`src/rtl/aoi_bist_pkg.sv`:
```
// Shared types, widths and the MISR step function for the AOI_4 BIST controller.
// Used by aoi_misr16 and aoi_bist_ctrl.
package aoi_bist_pkg;

  localparam int unsigned VEC_W = 9;
  localparam int unsigned SIG_W = 16;

  localparam logic [VEC_W-1:0] LAST_VEC     = 9'h1FF;
  localparam logic [SIG_W-1:0] DEFAULT_POLY = 16'h1021;
  localparam logic [SIG_W-1:0] DEFAULT_SEED = 16'hFFFF;

  typedef enum logic [1:0] {
    StIdle,
    StSettle,
    StSample,
    StDone
  } state_e;

  // One MISR shift: feedback is the outgoing MSB folded with the new input bit.
  function automatic logic [SIG_W-1:0] misr_step(input logic [SIG_W-1:0] sig,
                                                 input logic             din,
                                                 input logic [SIG_W-1:0] poly);
    logic fb;
    fb = sig[SIG_W-1] ^ din;
    return {sig[SIG_W-2:0], 1'b0} ^ (fb ? poly : '0);
  endfunction

endpackage

```
`src/rtl/aoi_misr16.sv`:
```
// 16-bit single-input MISR that compacts sampled AOI_4 Y values into a signature.
module aoi_misr16
  import aoi_bist_pkg::*;
#(
  parameter logic [SIG_W-1:0] POLY = DEFAULT_POLY
) (
  input  logic             clk,
  input  logic             rst,
  input  logic             load,
  input  logic [SIG_W-1:0] seed,
  input  logic             shift_en,
  input  logic             din,
  output logic [SIG_W-1:0] sig
);

  logic [SIG_W-1:0] sig_q;

  always_ff @(posedge clk) begin
    if (rst || load) begin
      sig_q <= seed;
    end else if (shift_en) begin
      sig_q <= misr_step(sig_q, din, POLY);
    end
  end

  assign sig = sig_q;

endmodule

```
`src/rtl/aoi_bist_ctrl.sv`:
```
// BIST sequencer for the 9-input AOI_4: walks all 512 vectors, compacts Y into a MISR and
// compares against GOLDEN. Optional stuck-output detection with AOI_BIST_STUCK_CHECK_EN.
module aoi_bist_ctrl
  import aoi_bist_pkg::*;
#(
  parameter int unsigned      SETTLE_CYCLES = 2,
  parameter logic [SIG_W-1:0] POLY          = DEFAULT_POLY,
  parameter logic [SIG_W-1:0] SEED          = DEFAULT_SEED,
  parameter logic [SIG_W-1:0] GOLDEN        = 16'h0000
) (
  input  logic             clk,
  input  logic             rst,
  input  logic             start,
  input  logic             y_in,
  output logic [VEC_W-1:0] vec_out,
  output logic             busy,
  output logic             done,
  output logic             pass,
`ifdef AOI_BIST_STUCK_CHECK_EN
  output logic             stuck,
`endif
  output logic [SIG_W-1:0] signature
);

  localparam logic [7:0] SettleLoad = SETTLE_CYCLES[7:0];

  state_e           state_q, state_d;
  logic [VEC_W-1:0] vec_q, vec_d;
  logic [7:0]       cnt_q, cnt_d;
  logic             pass_q, pass_d;
  logic             misr_load, misr_shift;
  logic [SIG_W-1:0] sig_next;

`ifdef AOI_BIST_STUCK_CHECK_EN
  logic seen0_q, seen0_d;
  logic seen1_q, seen1_d;
  logic stuck_q, stuck_d;
`endif

  always_comb begin
    state_d    = state_q;
    vec_d      = vec_q;
    cnt_d      = cnt_q;
    pass_d     = pass_q;
    misr_load  = 1'b0;
    misr_shift = 1'b0;
    // Signature as it will be after this cycle's sample, so pass can be registered on entry.
    sig_next   = misr_step(signature, y_in, POLY);
`ifdef AOI_BIST_STUCK_CHECK_EN
    seen0_d    = seen0_q;
    seen1_d    = seen1_q;
    stuck_d    = stuck_q;
`endif
    unique case (state_q)
      StIdle, StDone: begin
        if (start) begin
          state_d   = StSettle;
          vec_d     = '0;
          cnt_d     = SettleLoad;
          pass_d    = 1'b0;
          misr_load = 1'b1;
`ifdef AOI_BIST_STUCK_CHECK_EN
          seen0_d   = 1'b0;
          seen1_d   = 1'b0;
          stuck_d   = 1'b0;
`endif
        end
      end
      StSettle: begin
        cnt_d = cnt_q - 8'd1;
        if (cnt_q == 8'd1) begin
          state_d = StSample;
        end
      end
      StSample: begin
        misr_shift = 1'b1;
`ifdef AOI_BIST_STUCK_CHECK_EN
        seen0_d = seen0_q | ~y_in;
        seen1_d = seen1_q | y_in;
`endif
        if (vec_q == LAST_VEC) begin
          state_d = StDone;
`ifdef AOI_BIST_STUCK_CHECK_EN
          stuck_d = ~(seen0_d & seen1_d);
          pass_d  = (sig_next == GOLDEN) && !stuck_d;
`else
          pass_d  = (sig_next == GOLDEN);
`endif
        end else begin
          state_d = StSettle;
          vec_d   = vec_q + VEC_W'(1);
          cnt_d   = SettleLoad;
        end
      end
      default: state_d = StIdle;
    endcase
  end

  always_ff @(posedge clk) begin
    if (rst) begin
      state_q <= StIdle;
      vec_q   <= '0;
      cnt_q   <= '0;
      pass_q  <= 1'b0;
    end else begin
      state_q <= state_d;
      vec_q   <= vec_d;
      cnt_q   <= cnt_d;
      pass_q  <= pass_d;
    end
  end

`ifdef AOI_BIST_STUCK_CHECK_EN
  always_ff @(posedge clk) begin
    if (rst) begin
      seen0_q <= 1'b0;
      seen1_q <= 1'b0;
      stuck_q <= 1'b0;
    end else begin
      seen0_q <= seen0_d;
      seen1_q <= seen1_d;
      stuck_q <= stuck_d;
    end
  end

  assign stuck = stuck_q;
`endif

  aoi_misr16 #(
    .POLY(POLY)
  ) u_misr (
    .clk      (clk),
    .rst      (rst),
    .load     (misr_load),
    .seed     (SEED),
    .shift_en (misr_shift),
    .din      (y_in),
    .sig      (signature)
  );

  assign vec_out = vec_q;
  assign busy    = (state_q == StSettle) || (state_q == StSample);
  assign done    = (state_q == StDone);
  assign pass    = pass_q;

endmodule

```
`config.mk`:
```
export PLATFORM = sky130hd
export DESIGN_NAME = aoi_bist_ctrl
export DESIGN_NICKNAME = d
export VERILOG_FILES = /design/src/rtl/aoi_bist_pkg.sv /design/src/rtl/aoi_misr16.sv /design/src/rtl/aoi_bist_ctrl.sv
export SDC_FILE = /design/constraint.sdc
export NUM_CORES = 1
export LEC_CHECK = 0
export BUFFER_PORTS_ARGS = -buffer_cell sky130_fd_sc_hd__buf_2
export CELL_PAD_IN_SITES_DETAIL_PLACEMENT = 1
export CELL_PAD_IN_SITES_GLOBAL_PLACEMENT = 1
export CORE_ASPECT_RATIO = 2
export CORE_UTILIZATION = 37
export DETAILED_ROUTE_END_ITERATION = 8
export GPL_ROUTABILITY_DRIVEN = 0
export PLACE_DENSITY = 0.82
export SLEW_MARGIN = 20
export SYNTH_ARGS = -nofsm -noshare
export SYNTH_HDL_FRONTEND = slang
export SYNTH_SLANG_ARGS = --single-unit
export TNS_END_PERCENT = 30
```
`constraint.sdc`:
```
create_clock -name clk -period 2 [get_ports clk]
set_input_delay 0.1 -clock clk [delete_from_list [all_inputs] [get_ports clk]]
set_output_delay 0.1 -clock clk [all_outputs]
set_load 0.01 [all_outputs]
```
Word level (Yosys, flattened, before mapping). Cells that the tools add are included.

Output and inout port bits: 28. Bits of input ports: 4. Flip-flop bits (word level): 36.

Mux-type cells: 17. Eq/ne operators: 9. Bitwise gates (word level): 2. Reduce and logical (&&, ||, !) cells: 10. Add/sub/neg operators: 2.

Operators with widths (count): $pmux 8 s3 (1); $mux 9 (2); $pmux 9 s2 (1); $logic_not 16->1 (1); $mux 8 (2); $xor 16x16->16 (1); $mux 13 (1); $add 9x1->9 const B (1); $eq 9x9->1 const B (1); $eq 8x1->1 const B (1); $ne 2x2->1 const B (4); $sub 8x1->8 const B (1); $mux 2 (3); $pmux 2 s3 (1); $reduce_and 3->1 (2); $mux 1 (5); $eq 2x2->1 const B (2); $reduce_and 2->1 (2); $eq 2x1->1 const B (1); $logic_not 2->1 (1); $logic_or 1x1->1 (2); $pmux 1 s2 (1); $reduce_bool 2->1 (1); $reduce_or 2->1 (1); $xor 1x1->1 (1).

Depth between registers and ports, before layout. Gate-level depths: netlist of run 1.

Depth in word-level cells: 6. Depth in mapped cells: 8. Depth with buffers taken out: 8.

Modules after synthesis. From an unflattened synthesis of run 1, not the netlist that was laid out.

Cells, all modules: 177. Area, all modules: 1934.4 um2.

Modules (own cells, without submodules): aoi_bist_ctrl (times used 1, area an instance 1141.1 um2, sequential area each 400.4 um2, cells each 135); aoi_misr16 (times used 1, area an instance 793.3 um2, sequential area each 480.5 um2, cells each 42).

Worst setup path after synthesis of run 1. Ideal clock, no wire load.

Kind: reg-to-reg. From: register vec_q[0] (netlist: vec_out[0]). To: register cnt_q[7]. Clock period less this slack: 1.941 ns. Setup slack: 0.059 ns. Buffers on the path: 0. Cell stages (with the launch flop): 9. Library setup time: 0.070 ns. Arrival: 1.871 ns. Path through: dfxtp_1 ha_1 and2_1 and3_1 ha_1 nand2_2 nand4_4 or3b_1 a21oi_1.

Cells in the longest elaborated chain, start to end: 3.

RTL lines: start: declaration (line aoi_bist_ctrl.sv:28) `logic [VEC_W-1:0] vec_q, vec_d;`; start signal: assignment (line aoi_bist_ctrl.sv:107) `vec_q <= vec_d;`; $eq 9x9->1 (line aoi_bist_ctrl.sv:81) `if (vec_q == LAST_VEC) begin`; $ne 2x2->1 (no line); $reduce_and 2->1 (no line); end signal: assignment (line aoi_bist_ctrl.sv:108) `cnt_q <= cnt_d;`; end: declaration (line aoi_bist_ctrl.sv:29) `logic [7:0] cnt_q, cnt_d;`.

Every way passes these cells. A chain may end at the register's enable or synchronous reset.

Final worst setup path of run 1. Ends and elaborated chain as after synthesis.

==> run_results.csv, run 1 <==
group,metric,value,unit
drt,vias,1537,
sta,fmax,523,MHz
setup_path,required,2220,ps
finish,final_cells,290,
finish,mostFrequentLayoutCell,"dfxtp_1",
sta,rsz0062_at_grt,"no",
place,placed_area,0.00199,mm²
sta,hold_slack,145,ps
floorplanning,start_util,0.390,
min_path,hold_path_class,"in -> reg",
finish,drive_gt1_frac,0.255,
floorplanning,ios,32,
power_and_ir_drop,ir_drop,0.000613,V
synth,synth_edf_count,0,
finish,nNetsFinal,247,
clock_network,cts.clk_slew.worst_paths,80,ps
power_and_ir_drop,power,1.95,mW
run_status,outcome,"finished clean",
clock_network,clk_latency,290,ps
clock_network,root_buffer,"clkbuf_8",
sta,period_needed,1910,ps
clock_network,h-tree-depth,2,
synth,synthFlopType,"dfxtp_1",
job,drv_cap,0,
drt,dr.pass1.iters,4,
global_routing,first_global_vias,1580,
synth,syn_nets,216,
synth,synth.ff_latch_count,36,
global_routing,met3_usage,0.0375,
power_and_ir_drop,p_per_area,924,mW/mm²
global_routing,grt.overflow.total,0,
sta,finalHoldViolCount,0,
finish,regArea,721,µm²
floorplanning,rows,35,
synth,async_reset_ff_frac,0,
synth,ys_warn_count,0,
global_routing,grt_pass1_wl,7160,µm
global_routing,busiest_layer,"met2",
place,dp_slack,6.77,ps
setup_path,cp.arrival,2130,ps
finish,fin_util,0.451,
floorplanning,die_w,51.7,µm
clock_network,ctsLongestPathBuffers,2,
synth,synthesis.area,0.00183,mm²
drt,drc_errors,0,
setup_path,path_delay_family,"simple AND/OR/NAND/NOR gates",
finish,syn2layout_area_growth,15.7,%
finish,antenna_cells,0,
clock_network,clock-sinks,36,
sta,setup_viol,0,
sta,max-slew-margin-rel,0.712,
synth,yosysTopAreaCellShare,0.395,
global_routing,track_usage,0.183,
sta,period_share,0.956,
place,io_buffers,31,
clock_network,tritoncts,"yes",
setup_path,end_kind,"register",
synth,syn_inst,203,
drt,dr.first_iter.drc_count,10,
floorplanning,core,0.00469,mm²
place,dp.cells,280,
setup_path,criticalPathCategory,"reg -> reg",
sta,final_max_slew_viol_count,0,
setup_path,critPathBufInv,0,
drt,ant_nets,0,
clock_network,cts_hold_buf,0,
global_routing,use_met1,0.181,
clock_network,cts_buffers,5,
setup_path,start_kind,"register",
drt,vias_per_cell,5.30,
sta,tightest_slew,429,ps
drt,drt-total-wl,4350,µm
global_routing,met2_usage,0.343,
synth,synth.avg_cell_area,9.00,µm²
power_and_ir_drop,power_leakage,0.861,nW
sta,fin_tns_setup,0,ps
finish,design_area,0.00211,mm²
synth,synth_cell_types,42,
synth,yosys-top-cells-area,"dfxtp_1, mux2i_1, ha_1",
sta,worst_slack,88.4,ps
place,post-dp-hpwl,3190,µm
finish,final_cell_mix,"dfxtp_1, buf_2, nor2_1",
sta,fin_skew,9.28,ps
finish,fillers,565,
synth,yosysTopAreaCell,"dfxtp_1",
floorplanning,die-height,101,µm
global_routing,grt_max_degree,17,
floorplanning,dieArea,0.00524,mm²
setup_path,max_stage_delay,380,ps
synth,ys_seq_area_frac,0.395,
global_routing,antenna_found_initial,0,
drt,wire_per_inst,15.0,µm
finish,multiInputGateArea,955,µm²
setup_path,cp_slowest_cell,"or3b_1",
setup_path,cp_max_fo,4,
setup_path,path_cells,"ha_1, and2_1, and3_4, ha_2, nand2_4, nand4_4, or3b_1, a21oi_1",
routing by layer:
metal / wire length [µm] / vias up
met5: 0 / -
met2: 2460 / 33
met1: 1620 / 739
met3: 133 / 14
li1: - / 751
met4: 142 / 0
report_power, final:
group / internal [mW] / leakage, nW / switching, mW
Clock: 0.281 / 0.0455 / 0.260
Sequential: 0.779 / 0.292 / 0.0789
Combinational: 0.235 / 0.523 / 0.318
cell families (layout without fill, tap and decap cells):
kind of cell             count (synthesis)  count (layout)  synth area share
AO/OA/AOI/OAI                           20              20            0.0726
XOR/XNOR                                15              15            0.0719
adder cells (fa/ha/maj)                  9               9            0.0616
buffers and inverters                   27              59            0.0904
flip-flops                              36              36             0.395
multiplexers                            13              13            0.0719
AND/OR/NAND/NOR                         83              83             0.237
flip-flops by register name, indices dropped and copies added (netlist names):
signal and count:
cnt_q 8, vec_out 9, pass 1, u_misr.sig 16
state_q 2
worst paths after layout:
kind / startpoint / end / slack, ps / cells past startpoint
hold / removal: rst / vec_out[8]$_SDFFE_PP0P_ / 150 / 2
setup reg to reg: vec_out[0]$_SDFFE_PP0P_ / cnt_q[7]$_SDFFE_PP0P_ / 90 / 8
hold reg to reg: cnt_q[7]$_SDFFE_PP0P_ / cnt_q[7]$_SDFFE_PP0P_ / 490 / 2
setup / recovery: vec_out[0]$_SDFFE_PP0P_ / cnt_q[7]$_SDFFE_PP0P_ / 90 / 8
layout make-up:
type	instances	area share
Tap cell	55	0.0326
Clock buffer	8	0.0426
Sequential cell	36	0.341
Multi-Input combinational cell	140	0.452
Inverter	7	0.0124
Timing Repair Buffer	44	0.120
cell usage after synthesis, types with 3 or more instances:
library cell   n
o21ai_0        5
xor2_1        11
nor2_1        23
buf_4         14
nand2_1       22
nand3_1        5
mux2i_1       12
nand4_1        8
inv_1          7
dfxtp_1       36
a21oi_1        6
buf_2          3
and3_1         3
nor4_1         4
xnor2_1        4
nand4b_1       3
ha_1           9
nor3_1         3
worst reg2reg max path: cells and delay by family (launching register included):
family          cells  cell delay [ps]
flops               1              330
compound gates      1              140
fa+ha+maj           2              400
simple gates        5              950
what timing repair did:
action | CTS | global route
gates cloned | 0 | 0
buffers inserted | 1 | 1
resized for setup | 0 | 4
endpoints found under the hold margin | 0 | 0
endpoints found under the setup margin | 1 | 7
Note: power is estimated with default switching activity, not from simulation.
==> run 2: changes to the inputs <==
- BUFFER_PORTS_ARGS: -buffer_cell sky130_fd_sc_hd__buf_2 -> unset
- CORE_UTILIZATION: 37 -> 42
- CTS_BUF_LIST: unset -> sky130_fd_sc_hd__clkbuf_4 sky130_fd_sc_hd__clkbuf_8 sky130_fd_sc_hd__clkbuf_16
- DONT_BUFFER_PORTS: unset -> 1
- SKIP_LAST_GASP: unset -> 1
==> run 2 against run 1 <==
Compared with the run above: non-clock buffer count is 27 lower; utilization is 3.9 points higher; maximum frequency about the same; critical path type unchanged; critical endpoint unchanged; largest power group unchanged.
==> run_results.csv, run 2 (synthesized netlist as in run 1, its figures left out) <==
group,metric,value,unit
job,drv_cap,0,
drt,drt-total-wl,4120,µm
clock_network,root_buffer,"clkbuf_8",
drt,dr.first_iter.drc_count,6,
power_and_ir_drop,p_per_area,1030,mW/mm²
drt,vias_per_cell,5.45,
clock_network,cts_buffers,5,
sta,setup_viol,0,
global_routing,grt.overflow.total,0,
clock_network,clock-sinks,36,
place,io_buffers,0,
setup_path,cp_slowest_cell,"or3b_4",
finish,drive_gt1_frac,0.168,
global_routing,grt_max_degree,17,
setup_path,reg2reg_depth,8,
setup_path,end_kind,"register",
setup_path,path_cells,"ha_1, and2_1, and3_1, ha_2, nand2_4, nand4_4, or3b_4, a21oi_2",
place,post-dp-hpwl,3140,µm
sta,period_share,0.956,
power_and_ir_drop,power_leakage,0.788,nW
global_routing,grt_pass1_wl,6760,µm
global_routing,track_usage,0.192,
clock_network,tritoncts,"yes",
sta,finalHoldViolCount,0,
power_and_ir_drop,ir_drop,0.000705,V
finish,final_cell_mix,"dfxtp_1, nor2_1, nand2_1",
sta,tightest_slew,468,ps
finish,largest_register_ffs,16,
finish,fin_util,0.490,
finish,mostFrequentLayoutCell,"dfxtp_1",
drt,wire_per_inst,15.9,µm
drt,drc_errors,0,
floorplanning,die_w,48.6,µm
finish,nNetsFinal,220,
drt,vias,1418,
finish,syn2layout_area_growth,10.8,%
floorplanning,die-height,95.3,µm
clock_network,h-tree-depth,2,
sta,final_max_slew_viol_count,0,
global_routing,first_global_vias,1521,
clock_network,cts.clk_slew.worst_paths,70,ps
drt,dr.pass1.iters,4,
setup_path,cp.arrival,2140,ps
sta,fin_tns_setup,0,ps
min_path,whs_path_depth,2,
setup_path,cp_max_fo,4,
floorplanning,rows,33,
floorplanning,start_util,0.442,
run_status,outcome,"finished clean",
clock_network,clk_latency,280,ps
sta,max-slew-margin-rel,0.685,
min_path,hold_path_class,"in -> reg",
setup_path,required,2230,ps
finish,antenna_cells,0,
sta,period_needed,1910,ps
floorplanning,core,0.00413,mm²
setup_path,criticalPathCategory,"reg -> reg",
place,placed_area,0.00186,mm²
sta,fmax,523,MHz
floorplanning,ios,32,
global_routing,antenna_found_initial,0,
floorplanning,dieArea,0.00463,mm²
sta,fin_skew,3.58,ps
setup_path,start_kind,"register",
clock_network,ctsLongestPathBuffers,2,
drt,ant_nets,0,
finish,design_area,0.00202,mm²
setup_path,max_stage_delay,410,ps
run 2: cell types whose count changed in the layout (fill, tap and decap cells not counted), sizes merged:
cell / before / now
dlygate4sd3: 0 / 1
buf: 44 / 16
bufinv: 0 / 1
clkbuf: 8 / 7
run 2: final cells by class:
| type | count | area, µm² |
|---|---|---|
| well taps | 52 | 65.1 |
| inverters | 7 | 26.3 |
| clock buffers | 7 | 96.3 |
| fillers | 507 | 2100 |
| flip-flops and latches | 36 | 721 |
| clock inverters | 1 | 30.0 |
| multi-input cells | 140 | 956 |
| repair buffers | 17 | 130 |
run 2: worst max-delay path, delay by kind of cell (launching register included):
| kind | cells | cell delay [ps] |
|---|---|---|
| AO/OA/AOI/OAI | 1 | 130 |
| adder cells (fa/ha/maj) | 2 | 400 |
| flip-flops | 1 | 320 |
| AND/OR/NAND/NOR | 5 | 1000 |
run 2: what timing repair did:
item,in CTS,in global routing
pin swaps,0,0
resized for setup,0,5
endpoints found under the hold margin,5,0
endpoints found under the setup margin,1,8
buffers inserted,1,1
hold buffers,1,0
run 2: where the power goes:
part           switching [mW]  internal, mW
logic                   0.299         0.238
registers              0.0794         0.779
clock network           0.254         0.440
total                   0.632          1.46
run 2: path summary, 6_finish.rpt:
check                               start                 endpoint  slack (ps)
hold reg to reg     cnt_q[7]$_SDFFE_PP0P_    cnt_q[7]$_SDFFE_PP0P_         500
setup reg to reg  vec_out[0]$_SDFFE_PP0P_    cnt_q[7]$_SDFFE_PP0P_          90
hold / removal                        rst  state_q[1]$_SDFFE_PP0P_          50
setup / recovery  vec_out[0]$_SDFFE_PP0P_    cnt_q[7]$_SDFFE_PP0P_          90
run 2: per-layer routing:
layer / wire (µm) / share of wire / GRT usage
met3: 137 / 0.033 / 0.0494
met5: 0 / 0 / 0
met1: 1510 / 0.37 / 0.164
met2: 2310 / 0.56 / 0.384
met4: 163 / 0.040 / 0.110
run 2: metrics by stage:
step / power (mW) / instances / hold slack, ps / setup slack, ps
after floorplan: 1.25 / 203 / 248 / 58.9
after global placement: 1.37 / 249 / 173 / 89.9
after detailed placement: 1.39 / 249 / 176 / 14.4
after CTS: 2.10 / 259 / 39.0 / 24.4
after global routing: 2.20 / 260 / 53.4 / -2.56
final: 2.09 / 260 / 46.4 / 88.1
